==> config.mk <==
export PLATFORM = sky130hd
export DESIGN_NAME = ysyx_23060096_addsub_pipe
export DESIGN_NICKNAME = d
export VERILOG_FILES = /design/src/rtl/ysyx_23060096_addsub_pipe_pkg.sv /design/src/rtl/ysyx_23060096_adder.sv /design/src/rtl/ysyx_23060096_addsub_pipe.sv
export SDC_FILE = /design/constraint.sdc
export NUM_CORES = 1
export LEC_CHECK = 0
export CAP_MARGIN = 20
export CELL_PAD_IN_SITES_DETAIL_PLACEMENT = 0
export CELL_PAD_IN_SITES_GLOBAL_PLACEMENT = 2
export CORE_UTILIZATION = 33
export DETAILED_ROUTE_END_ITERATION = 7
export PLACE_DENSITY = 0.85
export SYNTH_ARGS = -nofsm -noshare
export SYNTH_HDL_FRONTEND = slang
export SYNTH_SLANG_ARGS = --single-unit
export TNS_END_PERCENT = 50
==> constraint.sdc <==
create_clock -name clk -period 2.6 [get_ports clk]
set_clock_uncertainty 0.2 [all_clocks]
set_input_delay 0.39 -clock clk [delete_from_list [all_inputs] [get_ports clk]]
set_output_delay 0.39 -clock clk [all_outputs]
set_load 0.01 [all_outputs]
==> src/rtl/ysyx_23060096_addsub_pipe_pkg.sv <==
// Shared widths, op encodings and result-entry layout for the add/sub pipe.
package ysyx_23060096_addsub_pipe_pkg;

  localparam int unsigned W = 4;

  localparam logic OP_ADD = 1'b0;
  localparam logic OP_SUB = 1'b1;

  typedef struct packed {
    logic [W-1:0] result;
    logic         zero;
    logic         overflow;
    logic         carry;
  } res_entry_t;

endpackage

==> src/rtl/ysyx_23060096_adder.sv <==
// Combinational 4-bit add/sub with zero/overflow/carry flags.
module ysyx_23060096_adder
  import ysyx_23060096_addsub_pipe_pkg::*;
(
  input  logic [W-1:0] a,
  input  logic [W-1:0] b,
  input  logic         op,
  output res_entry_t   entry_c
);

  logic [W-1:0] t;
  logic [W:0]   sum;

  // Subtract is A + ~B + 1; op doubles as the carry-in.
  always_comb begin
    t       = b ^ {W{op}};
    sum     = {1'b0, a} + {1'b0, t} + (W+1)'(op);
    entry_c = '0;
    entry_c.result   = sum[W-1:0];
    entry_c.carry    = sum[W];
    entry_c.overflow = (a[W-1] == t[W-1]) && (sum[W-1] != a[W-1]);
    entry_c.zero     = (sum[W-1:0] == '0);
  end

endmodule

==> src/rtl/ysyx_23060096_addsub_pipe.sv <==
// Operand register -> adder -> DEPTH-entry result FIFO, with sticky overflow
// and an output handshake counter.
module ysyx_23060096_addsub_pipe
  import ysyx_23060096_addsub_pipe_pkg::*;
#(
  parameter int unsigned DEPTH = 2
) (
  input  logic         clk,
  input  logic         rst,
  input  logic         in_valid,
  output logic         in_ready,
  input  logic [W-1:0] in_a,
  input  logic [W-1:0] in_b,
  input  logic         in_op,
  output logic         out_valid,
  input  logic         out_ready,
  output logic [W-1:0] out_result,
  output logic         out_zero,
  output logic         out_overflow,
  output logic         out_carry,
  output logic         sticky_ovf,
  input  logic         clr_sticky,
  output logic [7:0]   op_count
);

  localparam int unsigned PW = (DEPTH > 1) ? $clog2(DEPTH) : 1;
  localparam int unsigned CW = $clog2(DEPTH + 1);
  localparam logic [CW-1:0] FULL = CW'(DEPTH);
  localparam logic [PW-1:0] LAST = PW'(DEPTH - 1);

  logic [W-1:0]  s1_a;
  logic [W-1:0]  s1_b;
  logic          s1_op;
  logic          s1_valid;
  res_entry_t    s1_entry;
  res_entry_t    buf_q [DEPTH];
  res_entry_t    head;
  logic [PW-1:0] rd_ptr;
  logic [PW-1:0] wr_ptr;
  logic [CW-1:0] count;
  logic          pop;
  logic          push;
  logic          can_accept;
  logic          accept;

  ysyx_23060096_adder u_adder (
    .a       (s1_a),
    .b       (s1_b),
    .op      (s1_op),
    .entry_c (s1_entry)
  );

  // A full buffer still takes a push when the head leaves on the same edge.
  always_comb begin
    out_valid  = !rst && (count != '0);
    pop        = out_valid && out_ready;
    can_accept = (count < FULL) || pop;
    push       = s1_valid && can_accept;
    in_ready   = !rst && (!s1_valid || can_accept);
    accept     = in_valid && in_ready;
    head       = buf_q[rd_ptr];
  end

  assign out_result   = head.result;
  assign out_zero     = head.zero;
  assign out_overflow = head.overflow;
  assign out_carry    = head.carry;

  always_ff @(posedge clk) begin
    if (rst) begin
      s1_valid <= 1'b0;
      s1_a     <= '0;
      s1_b     <= '0;
      s1_op    <= OP_ADD;
    end else if (accept) begin
      s1_valid <= 1'b1;
      s1_a     <= in_a;
      s1_b     <= in_b;
      s1_op    <= in_op;
    end else if (push) begin
      s1_valid <= 1'b0;
    end
  end

  // Storage carries no reset; validity is tracked by count.
  always_ff @(posedge clk) begin
    if (push && !rst) begin
      buf_q[wr_ptr] <= s1_entry;
    end
  end

  always_ff @(posedge clk) begin
    if (rst) begin
      rd_ptr <= '0;
      wr_ptr <= '0;
      count  <= '0;
    end else begin
      if (push) begin
        wr_ptr <= (wr_ptr == LAST) ? '0 : wr_ptr + PW'(1);
      end
      if (pop) begin
        rd_ptr <= (rd_ptr == LAST) ? '0 : rd_ptr + PW'(1);
      end
      if (push && !pop) begin
        count <= count + CW'(1);
      end else if (pop && !push) begin
        count <= count - CW'(1);
      end
    end
  end

  // A set wins over a clear on the same edge.
  always_ff @(posedge clk) begin
    if (rst) begin
      sticky_ovf <= 1'b0;
    end else if (push && s1_entry.overflow) begin
      sticky_ovf <= 1'b1;
    end else if (clr_sticky) begin
      sticky_ovf <= 1'b0;
    end
  end

  always_ff @(posedge clk) begin
    if (rst) begin
      op_count <= '0;
    end else if (pop) begin
      op_count <= op_count + 8'd1;
    end
  end

endmodule

==> metrics <==
Critical Path Sink Type output port; adder-cell share of the synthesized area 4.80%; mux cell area share after synthesis 11.0%; Via-to-Cell Ratio 4.47; CTS tree done; crit path kind input port to output port; Leak Pwr 0.000893 uW; hold depth 2; routed wire length 3.08 mm; gpl congestion 0.770; Clock Pin Slew Worst Setup and Hold Paths 0.08 ns; initial core utilization 35.3%; Seq/Total Area, Yosys 52.3%; Fmax 0.420 GHz; global route total overflow 0; Synth Area in XOR/XNOR 9.16%; PostCTS Resize Cnt 0; asr flop ratio synth 0%; first-pass GRT wire length 5.02 mm; Rows 25; outcome completed; Area Growth Syn to Fin 30.2%; # DRC 0; die width 74.2 um; TritonRoute pass-1 iters 4; fin. max-slew vios 0; CTS buffer count 5; Setup-failing EPs final 0; Slew @ Worst Pin 0.372 ns; DRT iter0 DRCs 42; antenna violations before repair 0; post-DP HPWL 2.27 mm; syn nets 169; Required @ worst endpoint 2.01 ns; top_reg_cell synth dfxtp_1; largest family of logic cells by synthesized area simple AND/OR/NAND/NOR gates; postcts setup bufs 0; post-synth top area share 27.9%; Die Span Y 74.2 um; Critical Path Source Type input port; vias post-DR 1,145; Detail Route Antenna Nets 0; hold_buf cts 0; Clock Sinks 38; I/O pin count 32; yosys synthesis warning count 0; layout cells sized above 1 19.0%; largest net degree at the start of global routing 26; Syn Inst Count 149; synth top area cells dfxtp_1 (28%), edfxtp_1 (24%), mux2_2 (10%); die area 5510 sq um; synthesis-stage register bit count 38; Max VDD drop 0.297 mV; RSZ-0062 raised after global routing no; Fin. Hold Viols 0; total global-route track usage 12.3%; Root Buffer clkbuf_8; dominant cell type by area after synthesis dfxtp_1; top cells by count, synth dfxtp_1 (24), nor2_1 (18), mux2_2 (16), xor2_1 (15), edfxtp_1 (14); total of max-cap violations 0; period utilization 91.6%; pwr dens 648 nW/um^2; Nets 208; Syn Area/Cell 11.6 sq um; filler cell count 474; setup_tns 0 ns; Synth Cell Area 1720 sq um; r2r worst-path depth 5; final worst slack 0.218 ns; core area 4880 sq um; DP Worst Slack 0.202 ns; clock buffer depth 2; WL per Instance 12.0 um; Worst Hold Class flop to flop; H-tree Lvls 2; number of global-route vias before repair 1,107; Netlist cell types 33; fin crit period 2.38 ns; simple-gate share of the synthesized area 16.6%; Compound-Gate Fraction of Synth Area 3.42%; antenna cells 0; IO buf count 31; CP max FO 8; arrival time worst endpoint 1.79 ns; Slew HR 75.0%; clk_lat worst skew 0.29 ns; dominant cell by count in the synthesized netlist dfxtp_1; EDFF count, synth 14
## final timing paths
path                                               from                 endpoint  slack, ns
worst max-delay path                                rst                out_valid       0.22
worst max register to register       s1_op$_SDFFE_PP0P_    buf_q[1][2]$_DFFE_PP_       0.40
worst min register to register  sticky_ovf$_SDFFE_PP0P_  sticky_ovf$_SDFFE_PP0P_       0.28
worst min-delay path            sticky_ovf$_SDFFE_PP0P_  sticky_ovf$_SDFFE_PP0P_       0.28
## worst max-delay path: stages
cell             delay (ns)
clkdlybuf4s50_1        0.42
o21ba_2                0.28
buf_4                  0.16
clkdlybuf4s50_1        0.54
## flip-flops by register name, summed over array words and instances, names as in the netlist, named ones only
register,cells
s1_op,1
sticky_ovf,1
op_count,8
s1_a,4
count,2
s1_valid,1
s1_b,4
wr_ptr,1
buf_q,14
rd_ptr,1
## per-layer routing
layer	wire (um)	vias up	global-route usage, %
li1	-	585	-
met1	1500	527	16.1
met2	1380	26	18.5
met3	124	7	2.98
met4	71	0	6.92
met5	0	-	0
## cells by family (layout without fill, tap and decap cells)
| group | Yosys count | in the layout |
|---|---|---|
| xor gates and xnor gates | 18 | 18 |
| DFF | 38 | 38 |
| AOI/OAI and AO/OA | 9 | 9 |
| adders and majority gates | 6 | 6 |
| and+or+nand+nor | 51 | 51 |
| buffers and inverters | 10 | 50 |
| muxes | 17 | 17 |
## where the power goes
group	leakage, uW	total (uW)	switching (uW)	internal, uW
clock network	0.0000579	492	210	282
registers	0.000325	698	30.4	668
logic	0.000510	262	124	139
## final cells by class
type / count / area (sq um) / area share, %
Inverter: 5 / 18.8 / 0.837
Sequential cell: 38 / 901 / 40.2
Multi-Input combinational cell: 101 / 774 / 34.5
Clock buffer: 5 / 68.8 / 3.07
Clock inverter: 3 / 40.0 / 1.79
Timing Repair Buffer: 37 / 355 / 15.8
Tap cell: 67 / 83.8 / 3.74
## placed cells by master, fill, tap and decap left out, drive strengths merged
cell            n
nand2b          1
o21ai           4
nand3b          1
dfxtp          24
and3            3
o31ai           1
nor2           19
buf             6
clkbuf          5
and3b           1
clkinv          2
fa              1
nand4           3
xor2           15
and4            2
a21boi          1
mux2i           1
or3             1
or2             1
clkdlybuf4s50  31
nor2b           9
mux2           16
nand3           4
nor4            1
ha              5
o21ba           1
edfxtp         14
nand2           5
a21oi           2
inv             5
xnor2           3
bufinv          1
## stage by stage
step | util [%] | instance area, sq um | total power, uW | hold WS (ns) | instances
after floorplan | - | 1720 | 874 | 0.272 | 149
after global placement | 43.7 | 2130 | 968 | 0.269 | 248
after detailed placement | 43.7 | 2130 | 977 | 0.277 | 248
after CTS | 45.9 | 2240 | 1470 | 0.290 | 256
after global routing | 45.9 | 2240 | 1520 | 0.317 | 256
final | 45.9 | 2240 | 1450 | 0.283 | 256
Power figures use the tool's default switching activity.
